<file path="src/rtl/reorder_buffer.sv">
// reorder_buffer: 2-wide in-order retire stage with free-pool return.
// Define ROB_DUAL_RETIRE_EN to allow two retirements per cycle.
module reorder_buffer #(
    parameter int DEPTH  = 16,
    parameter int PREG_W = 6,
    parameter int TAG_W  = $clog2(DEPTH)
) (
    input  logic              clk,
    input  logic              rst_n,
    input  logic              alloc1_valid,
    input  logic              alloc2_valid,
    input  logic [PREG_W-1:0] alloc1_old_pd,
    input  logic [PREG_W-1:0] alloc2_old_pd,
    input  logic [7:0]        alloc1_pc,
    input  logic [7:0]        alloc2_pc,
    output logic              alloc_ready,
    output logic [TAG_W-1:0]  alloc1_tag,
    output logic [TAG_W-1:0]  alloc2_tag,
    input  logic              cmpl1_valid,
    input  logic              cmpl2_valid,
    input  logic [TAG_W-1:0]  cmpl1_tag,
    input  logic [TAG_W-1:0]  cmpl2_tag,
    output logic              retire1f,
    output logic              retire2f,
    output logic [PREG_W-1:0] retire1reg,
    output logic [PREG_W-1:0] retire2reg,
    output logic [1:0]        retire_cnt,
    output logic [7:0]        retire1_pc,
    output logic [7:0]        retire2_pc,
    output logic [TAG_W:0]    count,
    output logic              err
);

    localparam logic [TAG_W:0] READY_LIM = (TAG_W+1)'(DEPTH - 2);

    logic [DEPTH-1:0]  valid_q;
    logic [DEPTH-1:0]  done_q;
    logic [PREG_W-1:0] old_pd_q [DEPTH];
    logic [7:0]        pc_q     [DEPTH];

    logic [TAG_W-1:0]  head_q;
    logic [TAG_W-1:0]  tail_q;
    logic [TAG_W:0]    count_q;
    logic              err_q;

    logic [TAG_W-1:0]  tail_p1;
    logic              alloc_ok;
    logic              alloc2_ok;
    logic              alloc_bad;
    logic              cmpl1_ok;
    logic              cmpl2_ok;
    logic              cmpl_bad;
    logic              r1;
    logic              r2;
    logic [1:0]        n_alloc;
    logic [1:0]        n_ret;

`ifdef ROB_DUAL_RETIRE_EN
    logic [TAG_W-1:0]  head_p1;
`endif

    assign alloc_ready = (count_q <= READY_LIM);
    assign alloc1_tag  = tail_q;
    assign alloc2_tag  = tail_p1;
    assign count       = count_q;
    assign err         = err_q;

    // Allocation, completion and retire-eligibility decode on pre-edge state
    always_comb begin
        tail_p1   = tail_q + TAG_W'(1);
        alloc_ok  = alloc_ready && alloc1_valid;
        alloc2_ok = alloc_ok && alloc2_valid;
        alloc_bad = ((alloc1_valid || alloc2_valid) && !alloc_ready)
                  || (alloc2_valid && !alloc1_valid);
        n_alloc   = {1'b0, alloc_ok} + {1'b0, alloc2_ok};
        cmpl1_ok  = cmpl1_valid && valid_q[cmpl1_tag];
        cmpl2_ok  = cmpl2_valid && valid_q[cmpl2_tag];
        cmpl_bad  = (cmpl1_valid && !valid_q[cmpl1_tag])
                  || (cmpl2_valid && !valid_q[cmpl2_tag]);
        r1        = valid_q[head_q] && done_q[head_q];
`ifdef ROB_DUAL_RETIRE_EN
        head_p1   = head_q + TAG_W'(1);
        r2        = r1 && valid_q[head_p1] && done_q[head_p1];
`else
        r2        = 1'b0;
`endif
        n_ret     = {1'b0, r1} + {1'b0, r2};
    end

    // Entry array: completion marks done, retire frees, allocate fills
    always_ff @(posedge clk or negedge rst_n) begin
        if (!rst_n) begin
            valid_q <= '0;
            done_q  <= '0;
            for (int i = 0; i < DEPTH; i++) begin
                old_pd_q[i] <= '0;
                pc_q[i]     <= '0;
            end
        end else begin
            if (cmpl1_ok) begin
                done_q[cmpl1_tag] <= 1'b1;
            end
            if (cmpl2_ok) begin
                done_q[cmpl2_tag] <= 1'b1;
            end
            if (r1) begin
                valid_q[head_q] <= 1'b0;
                done_q[head_q]  <= 1'b0;
            end
`ifdef ROB_DUAL_RETIRE_EN
            if (r2) begin
                valid_q[head_p1] <= 1'b0;
                done_q[head_p1]  <= 1'b0;
            end
`endif
            if (alloc_ok) begin
                valid_q[tail_q]  <= 1'b1;
                done_q[tail_q]   <= 1'b0;
                old_pd_q[tail_q] <= alloc1_old_pd;
                pc_q[tail_q]     <= alloc1_pc;
            end
            if (alloc2_ok) begin
                valid_q[tail_p1]  <= 1'b1;
                done_q[tail_p1]   <= 1'b0;
                old_pd_q[tail_p1] <= alloc2_old_pd;
                pc_q[tail_p1]     <= alloc2_pc;
            end
        end
    end

    // Head/tail pointers and occupancy; pointers wrap by natural overflow
    always_ff @(posedge clk or negedge rst_n) begin
        if (!rst_n) begin
            head_q  <= '0;
            tail_q  <= '0;
            count_q <= '0;
        end else begin
            head_q  <= head_q + TAG_W'(n_ret);
            tail_q  <= tail_q + TAG_W'(n_alloc);
            count_q <= count_q + (TAG_W+1)'(n_alloc)
                     - (TAG_W+1)'(n_ret);
        end
    end

    // Sticky protocol-violation flag
    always_ff @(posedge clk or negedge rst_n) begin
        if (!rst_n) begin
            err_q <= 1'b0;
        end else if (alloc_bad || cmpl_bad) begin
            err_q <= 1'b1;
        end
    end

    // Slot 1 free-pool return; PC holds the last retired value
    always_ff @(posedge clk or negedge rst_n) begin
        if (!rst_n) begin
            retire1f   <= 1'b0;
            retire1reg <= '0;
            retire1_pc <= '0;
            retire_cnt <= '0;
        end else begin
            retire_cnt <= n_ret;
            retire1f   <= r1 && (old_pd_q[head_q] != '0);
            retire1reg <= r1 ? old_pd_q[head_q] : '0;
            if (r1) begin
                retire1_pc <= pc_q[head_q];
            end
        end
    end

`ifdef ROB_DUAL_RETIRE_EN
    // Slot 2 free-pool return; PC holds the last retired value
    always_ff @(posedge clk or negedge rst_n) begin
        if (!rst_n) begin
            retire2f   <= 1'b0;
            retire2reg <= '0;
            retire2_pc <= '0;
        end else begin
            retire2f   <= r2 && (old_pd_q[head_p1] != '0);
            retire2reg <= r2 ? old_pd_q[head_p1] : '0;
            if (r2) begin
                retire2_pc <= pc_q[head_p1];
            end
        end
    end
`else
    assign retire2f   = 1'b0;
    assign retire2reg = '0;
    assign retire2_pc = '0;
`endif

endmodule

</file>
<file path="config.mk">
export PLATFORM = sky130hd
export DESIGN_NAME = reorder_buffer
export DESIGN_NICKNAME = d
export VERILOG_FILES = /design/src/rtl/reorder_buffer.sv
export SDC_FILE = /design/constraint.sdc
export NUM_CORES = 1
export LEC_CHECK = 0
export ABC_AREA = 1
export CAP_MARGIN = 20
export CORE_ASPECT_RATIO = 0.5
export CORE_UTILIZATION = 57
export CTS_BUF_LIST = sky130_fd_sc_hd__clkbuf_8
export CTS_CLUSTER_SIZE = 28
export DETAILED_ROUTE_END_ITERATION = 6
export PLACE_DENSITY = 0.76
export SLEW_MARGIN = 20
export SYNTH_ARGS = -nofsm -noshare
export SYNTH_HDL_FRONTEND = slang
export SYNTH_SLANG_ARGS = --single-unit
export TNS_END_PERCENT = 20
</file>
<file path="constraint.sdc">
create_clock -name clk -period 2.64 [get_ports clk]
set_clock_uncertainty 0.1 [all_clocks]
set_input_delay 0.396 -clock clk [delete_from_list [all_inputs] [get_ports clk]]
set_output_delay 0.396 -clock clk [all_outputs]
set_load 0.01 [all_outputs]
</file>
Word level (Yosys, flattened, before mapping)
Index checks and enable logic that the tools add are counted.
- register bits after elaboration: 286
- input bits: 42
- word-level logic and storage cells: 153
- add/sub/neg operators: 6
- $lt $le $gt $ge: 16
- mux-type cells: 49
- bitwise logic cells: 14
- reductions and logical operators: 26
- operators with widths (kind ; count):
    $bwmux 128 ; 2
    $mux 128 ; 2
    $bwmux 96 ; 2
    $mux 96 ; 2
    $mux 16 ; 8
    $and 16x16->16 ; 4
    $demux 8 s4 ; 2
    $or 16x16->16 ; 4
    $demux 6 s4 ; 2
    $not 16->16 ; 3
    $bmux 8 s4 ; 1
    $mux 8 ; 4
    $mux 6 ; 5
    $lt 4x5->1 const B ; 5
    $bmux 6 s4 ; 1
    $demux 1 s4 ; 5
    $ge 4x1->1 const B ; 5
    $logic_and 1x1->1 ; 17
    $bmux 1 s4 ; 4
    $ge 5x5->1 const B ; 3
    $not 4->5 ; 3
    $lt 5x1->1 const B ; 2
    $mux 1 ; 9
    $reduce_bool 6->1 ; 1
    9 further kinds ; 15

Logic depth before layout (Yosys ltp)
Gate-level depths: netlist of run 1.
- depth in word-level cells: 14
- depth in mapped cells: 19

Least setup slack after synthesis of run 1
Ideal clock, no wire load.
- path type: reg-to-reg
- start: register head_q[0]
- end: register count_q[4], in the netlist count[4]
- arrival time: 2595 ps
- required time: 2461 ps
- slack: -134 ps
- cell stages (with the launch flop): 19
- period minus slack after synthesis: 2774 ps
- path through: dfrtp_1 buf_4 buf_6 o21ai_0 nand2_1 nand2_1 nand2_1 nand2_1 inv_1 nand2_4 nand2_4 inv_2 ha_1 inv_1 ha_1 inv_1 fa_1 o21ai_0 xor2_1
- word-level cells in the longest chain between the ends: 4
- elaborated cells between the ends (all ways): 6
- those cells by class: 1 x add/sub; 4 x mux; 1 x reduce/logical
- ends and longest elaborated chain (what ; RTL line ; text):
    from (decl) ; 41 ; logic [TAG_W-1:0] head_q;
    from (signal assigned) ; 138 ; head_q <= head_q + TAG_W'(n_ret);
    $bmux 1 s4 ; 80 ; r1 = valid_q[head_q] && done_q[head_q];
    $mux 1 (implied by the code) ; 80 ;
    $logic_and 1x1->1 (*) ; 80 ;
    net r1 ; 53 ; logic r1;
    $sub 5x1->5 (*) ; 141 ; - (TAG_W+1)'(n_ret);
    to (signal assigned) ; 140 ; count_q <= count_q + (TAG_W+1)'(n_alloc)
    to (decl) ; 43 ; logic [TAG_W:0] count_q;
Mark *: on every way through the listed nets, which the timed path passes. The rest lies on a longest branch. The select of a mux whose other input is x is not followed.
A chain may end at the register's enable or synchronous reset.

Worst setup path in the final report of run 1
Same ends and word-level chain as after synthesis.

==> run metrics, run 1 <==
Tot GR Track Use 0.408; detail-routed net length per standard cell 22.1 microns; remaining max-slew budget at the tightest pin 0.504; share of synthesized area occupied by flip-flops and latches 0.428; first-pass GRT wire length 92300 microns; post-layout min period 2.62 ns; share of the clock period used by the worst path 0.993; max-capacitance violation count 0; final net count 2400; Clk pin slew, worst setup/hold paths approximately 0.070 ns; Placement Rows 43; count of final setup violators 0; layout cell share with drive strength beyond 1 0.119; ratio of total power to cell area 1210 nW/um^2; Worst Tran Pin Value around 0.74 ns; Net Sw Power between 10 and 15 mW; worst setup slack for register-to-register paths 0.02 ns; I/O pin total 89; Die Span X approximately 240 microns; clock share of power 0.159; CTS buffer count 42; share of power burned in registers 0.341; final RePlAce weighted congestion around 1.0; routed via count divided by cell count between 6 and 7; clock tree from TritonCTS yes; die outline area 30000 sq um; post-synth top area share 0.428; area share of fa/ha/maj cells after synthesis 0.0151; unrepaired setup endpoints after global routing true; number of flops mapped to enable cells by yosys 0; smallest setup slack after layout 0.0181 ns; maximum fanout along the worst path 7; filler instances roughly 2500; Clock Tree Root clkbuf_8; result of the run completed; Longest Clk Path Bufs 3; multiplexer area fraction after synthesis 0; pin count of the biggest net entering global routing 64; Leak 9.28 nW; routed wire length 60700 microns; Compound-Gate Fraction of Synth Area 0.199; number of pins exceeding their max-slew limit in the final report 0; fraction of synthesis flops using an asynchronous set or reset pin 1.00; number of remaining DRC errors 0; required time at the endpoint of the critical path 3.04 ns; total iterations of the first detailed-routing run 6; floorplan die height 123 microns; area overhead of the layout relative to synthesis 14.6%; I/O Buffers 72; CORE AREA 28200 sq um; HPWL reported at the end of detailed placement about 40000 microns; initial core utilization 0.592; Int Pwr 12.5 mW; Switching Share 0.457; number of instances in the placed design 2671; via count of the routed design 17200; reg-to-reg critical path startpoint head_q[0]; total global routing overflow 0; drt first-iter violations between 2000 and 3000; netlist area before placement 16700 sq um; final hold violation count 0; Multi-input gate area 7900 sq um; Combinational Power Share 0.501; post-synthesis average cell area 7.39 sq um; worst slack, placed 0.0215 ns; final antenna diode count 0; CP Capture Type flip-flop; synthesis-stage register bit count 286; clock latency on the worst-skew pair approximately 0.6 ns; non-filler cells in the finished layout between 2000 and 3000; Crit. Startpoint head_q[0]; Register Area 7160 sq um; start-to-end type of the worst setup path flip-flop to flip-flop; post-synthesis instance total 2260; dominant combinational cell family by area after synthesis simple AND/OR/NAND/NOR gates; data arrival at the endpoint of the critical path between 3 and 4 ns; Yosys warning total 0; number of antenna violations at the first check in global routing 1; number of global-route vias before repair 15700; Main synth FF type dfrtp_1; H-Tree Level Count 2; top achievable clock speed 381 MHz; Yosys top cell by area dfrtp_1; post-synthesis xor/xnor area fraction 0.00577; classification of the worst-slack hold path input pin to async pin; Post-Synth Simple-Gate Area 0.244; Netlist cell types 38; antenna-violating nets left 0; sum of negative setup slack 0 ns; most area-consuming cells after synthesis dfrtp_1 (43%), nand2_1 (14%), o21ai_0 (8.8%); largest vdd supply drop 510 uV; CTS sink cnt 286; worst-case hold slack 0.262 ns; Worst Setup Start Kind flip-flop
[cells in the final DEF (no fill, tap or decap), drive strengths merged]
cell type and n:
a22oi 65, nand3 61, xnor2 2, dlygate4sd3 1, clkinvlp 1, dlygate4sd2 1, nor3 112, nand2 622
clkbuf 57, buf 129, clkdlybuf4s50 70, dfrtp 286, conb 16, fa 2, xor2 6, a31oi 1
a21oi 53, ha 17, nor2 130, o21ai 339, inv 222, clkinv 3, o22ai 139, nand4 27
[flip-flops by register name, indices dropped and copies added, names as in the netlist]
register    count
pc_q          128
retire1_pc      8
valid_q        16
head_q          4
old_pd_q       96
alloc1_tag      4
retire_cnt      1
count           5
retire1f        1
done_q         16
retire1reg      6
err             1
[worst max-delay path, stage by stage, from the launching register on]
cell     delay [ns]
dfrtp_2        0.53
buf_6          0.19
nand2_4        0.07
inv_4          0.07
nand2_1        0.05
nand3_1        0.09
nand2_1        0.05
nand2_1        0.07
inv_2          0.04
nand2_4        0.07
nand2_4        0.07
inv_4          0.06
ha_4           0.19
inv_2          0.06
ha_4           0.12
inv_2          0.04
fa_2           0.38
o21ai_2        0.15
xor2_1         0.14
[routing by layer]
metal,share of wire,vias to the layer above,track usage
li1,-,7640,-
met3,0.17,220,0.149
met5,0,-,0
met2,0.40,1405,0.567
met4,0.040,0,0.167
met1,0.39,7917,0.572
[stage by stage]
stage	cell area (sq um)	util	power, mW
finish	19200	0.678	23.1
detailed placement	18200	0.643	18.5
floorplan	16800	-	14.7
global placement	18200	0.643	18.3
global route	19200	0.678	24.4
CTS	19000	0.672	22.2
[repair_timing]
action / in CTS / in global routing
setup buffers: 0 / 2
resized for setup: 6 / 41
pin swaps: 0 / 9
setup endpoints to repair: 3 / 43
hold buffers: 1 / 0
hold endpoints to repair: 54 / 0
cloned: 0 / 3
[cells by family (layout without fill, tap and decap cells)]
kind of cell             count (synthesis)  after routing
AND/OR/NAND/NOR                        952            952
AO/OA/AOI/OAI                          597            597
buffers and inverters                  397            484
flip-flops                             286            286
adder cells (fa/ha/maj)                 19             19
XOR/XNOR                                 8              8
other                                    1             16
[synthesized netlist by cell type, drive strengths merged, types with 27 or more instances]
cell,number
nand2,622
a21oi,53
a22oi,65
inv,213
dfrtp,286
nand4,27
nand3,61
buf,114
clkbuf,69
nor3,112
nor2,130
o21ai,339
o22ai,139
[power by group through the flow]
stage	sequential [mW]	clock (mW)	combinational, mW
final	7.86	3.67	11.6
after CTS	7.75	3.65	10.8
after detailed placement	7.79	0	10.8
after global routing	8.04	3.85	12.5
after floorplan	7.48	0	7.21
after global placement	7.74	0	10.5
[cell type report]
| type | count | area share |
|---|---|---|
| well taps | 382 | 0.0250 |
| flip-flops and latches | 286 | 0.374 |
| clock inverters | 12 | 0.00268 |
| multi-input cells | 1592 | 0.413 |
| repair buffers | 203 | 0.103 |
| clock buffers | 55 | 0.0395 |
| inverters | 214 | 0.0429 |
[path summary, 6_finish.rpt]
path / to / cells after the start
setup / recovery: count[4] / 18
hold / removal: pc_q[21] / 2
setup reg to reg: count[4] / 18
hold reg to reg: retire1_pc[7] / 2
max in group asynchronous: head_q[0] / 3
min in group clk: retire1_pc[7] / 2
Note: power is estimated with default switching activity, not from simulation.
==> run 2, diff against run 1 <==
- CORE_UTILIZATION: 57 -> 63
- MAX_ROUTING_LAYER: unset -> met4
- PLACE_DENSITY: 0.76 -> 0.8
- clock period: 2.64 -> 3 ns (I/O delays scaled with it)
==> run metrics, run 2 (synthesized netlist as in run 1, its figures left out) <==
filler instances 2086; detail-routed net length per standard cell 22.1 microns; Longest Clk Path Bufs 3; HPWL reported at the end of detailed placement 37300 microns; result of the run completed; I/O pin total a little under 90; share of power burned in registers 0.350; smallest setup slack after layout 0.106 ns; sum of negative setup slack 0 ns; clock latency on the worst-skew pair roughly 0.60 ns; clock share of power 0.168; classification of the worst-slack hold path input pin to async pin; Tot GR Track Use 0.456; post-layout min period between 2 and 3 ns; first-pass GRT wire length 90400 microns; routed wire length just under 60000 microns; antenna-violating nets left 0; number of antenna violations at the first check in global routing 1; required time at the endpoint of the critical path ~2.5 ns; Net Sw Power slightly above 9 mW; Worst Tran Pin Value 0.778 ns; Die Span X 232 microns; number of remaining DRC errors 0; worst slack, placed 0.135 ns; Clock Tree Root clkbuf_8; via count of the routed design 17200; Worst Setup Start Kind flip-flop; final RePlAce weighted congestion a little under 1; CTS buffer count 42; total global routing overflow 0; top achievable clock speed 346 MHz; layout cell share with drive strength beyond 1 0.0897; number of pins exceeding their max-slew limit in the final report 0; CP Capture Type output pin; die outline area 27200 sq um; commonest cells after routing, fill and taps aside nand2_1 (610), o21ai_0 (294), dfrtp_1 (286), inv_1 (206), o22ai_1 (139); final hold violation count 0; routed via count divided by cell count 6.44; clock tree from TritonCTS yes; Placement Rows 41; area overhead of the layout relative to synthesis 10.5%; unrepaired setup endpoints after global routing false; floorplan die height around 120 microns; max-capacitance violation count 0; Biggest register pc_q; ratio of total power to cell area 1060 nW/um^2; Clk pin slew, worst setup/hold paths around 0.06 ns; largest vdd supply drop 559 uV; Switching Share 0.460; maximum fanout along the worst path 7; count of final setup violators 0; I/O Buffers slightly above 70; CORE AREA 25600 sq um; start-to-end type of the worst setup path flip-flop to output pin; max reg flops 128; initial core utilization 0.653; most common cell after layout, fill and taps aside nand2_1; Leak 8.99 nW; number of global-route vias before repair about 16000; pin count of the biggest net entering global routing 79; Int Pwr 10.6 mW; share of the clock period used by the worst path 0.965; H-Tree Level Count 2; remaining max-slew budget at the tightest pin 0.481; biggest registers after layout pc_q: 128 flops, old_pd_q: 96 flops; final net count between 2000 and 2500; drt first-iter violations 2922; total iterations of the first detailed-routing run 6; data arrival at the endpoint of the critical path 2.34 ns; Combinational Power Share 0.482; CTS sink cnt approximately 290
==> run 2: cell count changes in the layout (fill, tap and decap cells not counted), moves of 6 or more <==
| cell | delta |
|---|---|
| buf_4 | -35 |
| buf_12 | -13 |
| inv_4 | -6 |
| o21ai_0 | +8 |
| inv_1 | +10 |
==> run 2: worst max-delay path, cell delays in order, from the launching register on <==
cell and delay [ns]:
dfrtp_1 0.52, ha_1 0.33, nor2_1 0.10, nor2_4 0.23, clkdlybuf4s50_1 0.58
==> run 2: through the flow <==
stage / power [mW] / hold slack, ns / instances / area (sq um) / util
2_1_floorplan: 12.9 / 0.0544 / 2275 / 16800 / -
3_3_place_gp: 15.7 / 0.357 / 2586 / 17600 / 0.688
3_5_place_dp: 15.9 / 0.366 / 2586 / 17600 / 0.688
4_1_cts: 19.2 / 0.358 / 2662 / 18500 / 0.721
5_1_grt: 20.9 / 0.399 / 2663 / 18500 / 0.721
6_report: 19.7 / 0.342 / 2664 / 18500 / 0.721
==> run 2: layout make-up <==
| cell class | instances | area [sq um] | area share |
|---|---|---|---|
| Antenna cell | 2 | 5.00 | 0.000271 |
| Sequential cell | 286 | 7160 | 0.388 |
| Clock inverter | 20 | 88.8 | 0.00481 |
| Timing Repair Buffer | 151 | 1390 | 0.0751 |
| Tap cell | 344 | 430 | 0.0233 |
| Multi-Input combinational cell | 1592 | 7840 | 0.424 |
| Inverter | 214 | 806 | 0.0436 |
| Clock buffer | 55 | 757 | 0.0410 |
==> run 2: path summary, 6_finish.rpt <==
check                              startpoint            end  slack [ns]  depth (start not counted)
worst max-delay path            alloc1_tag[0]  alloc2_tag[2]        0.11                          4
worst min-delay path                    rst_n       pc_q[50]        0.34                          2
worst max register to register      head_q[0]       count[4]        0.22                         18
worst min register to register     valid_q[4]     valid_q[4]        0.38                          2
max in group asynchronous               rst_n  retire1reg[3]        1.63                          3
min in group clk                   valid_q[4]     valid_q[4]        0.38                          2
==> run 2: metal layers <==
metal,global-route usage,vias to the layer above,wire length [microns]
met5,-,-,0
met4,0.167,0,2350
met3,0.182,225,10500
met2,0.616,1493,23600
met1,0.613,7885,22500
li1,-,7554,-
==> run 2: what timing repair did <==
item / in CTS / in global routing
resized for setup: 0 / 2
endpoints found under the setup margin: 0 / 1
hold endpoints to repair: 70 / 0
hold buffers: 1 / 0
buffers inserted: 0 / 0
==> run 2: power by group through the flow <==
stage          clock (mW)  combinational (mW)  sequential, mW
6_report             3.30                9.48            6.88
5_1_grt              3.49                10.3            7.06
4_1_cts              3.30                9.11            6.81
3_5_place_dp            0                9.07            6.86
3_3_place_gp            0                8.82            6.85
2_1_floorplan           0                6.32            6.58
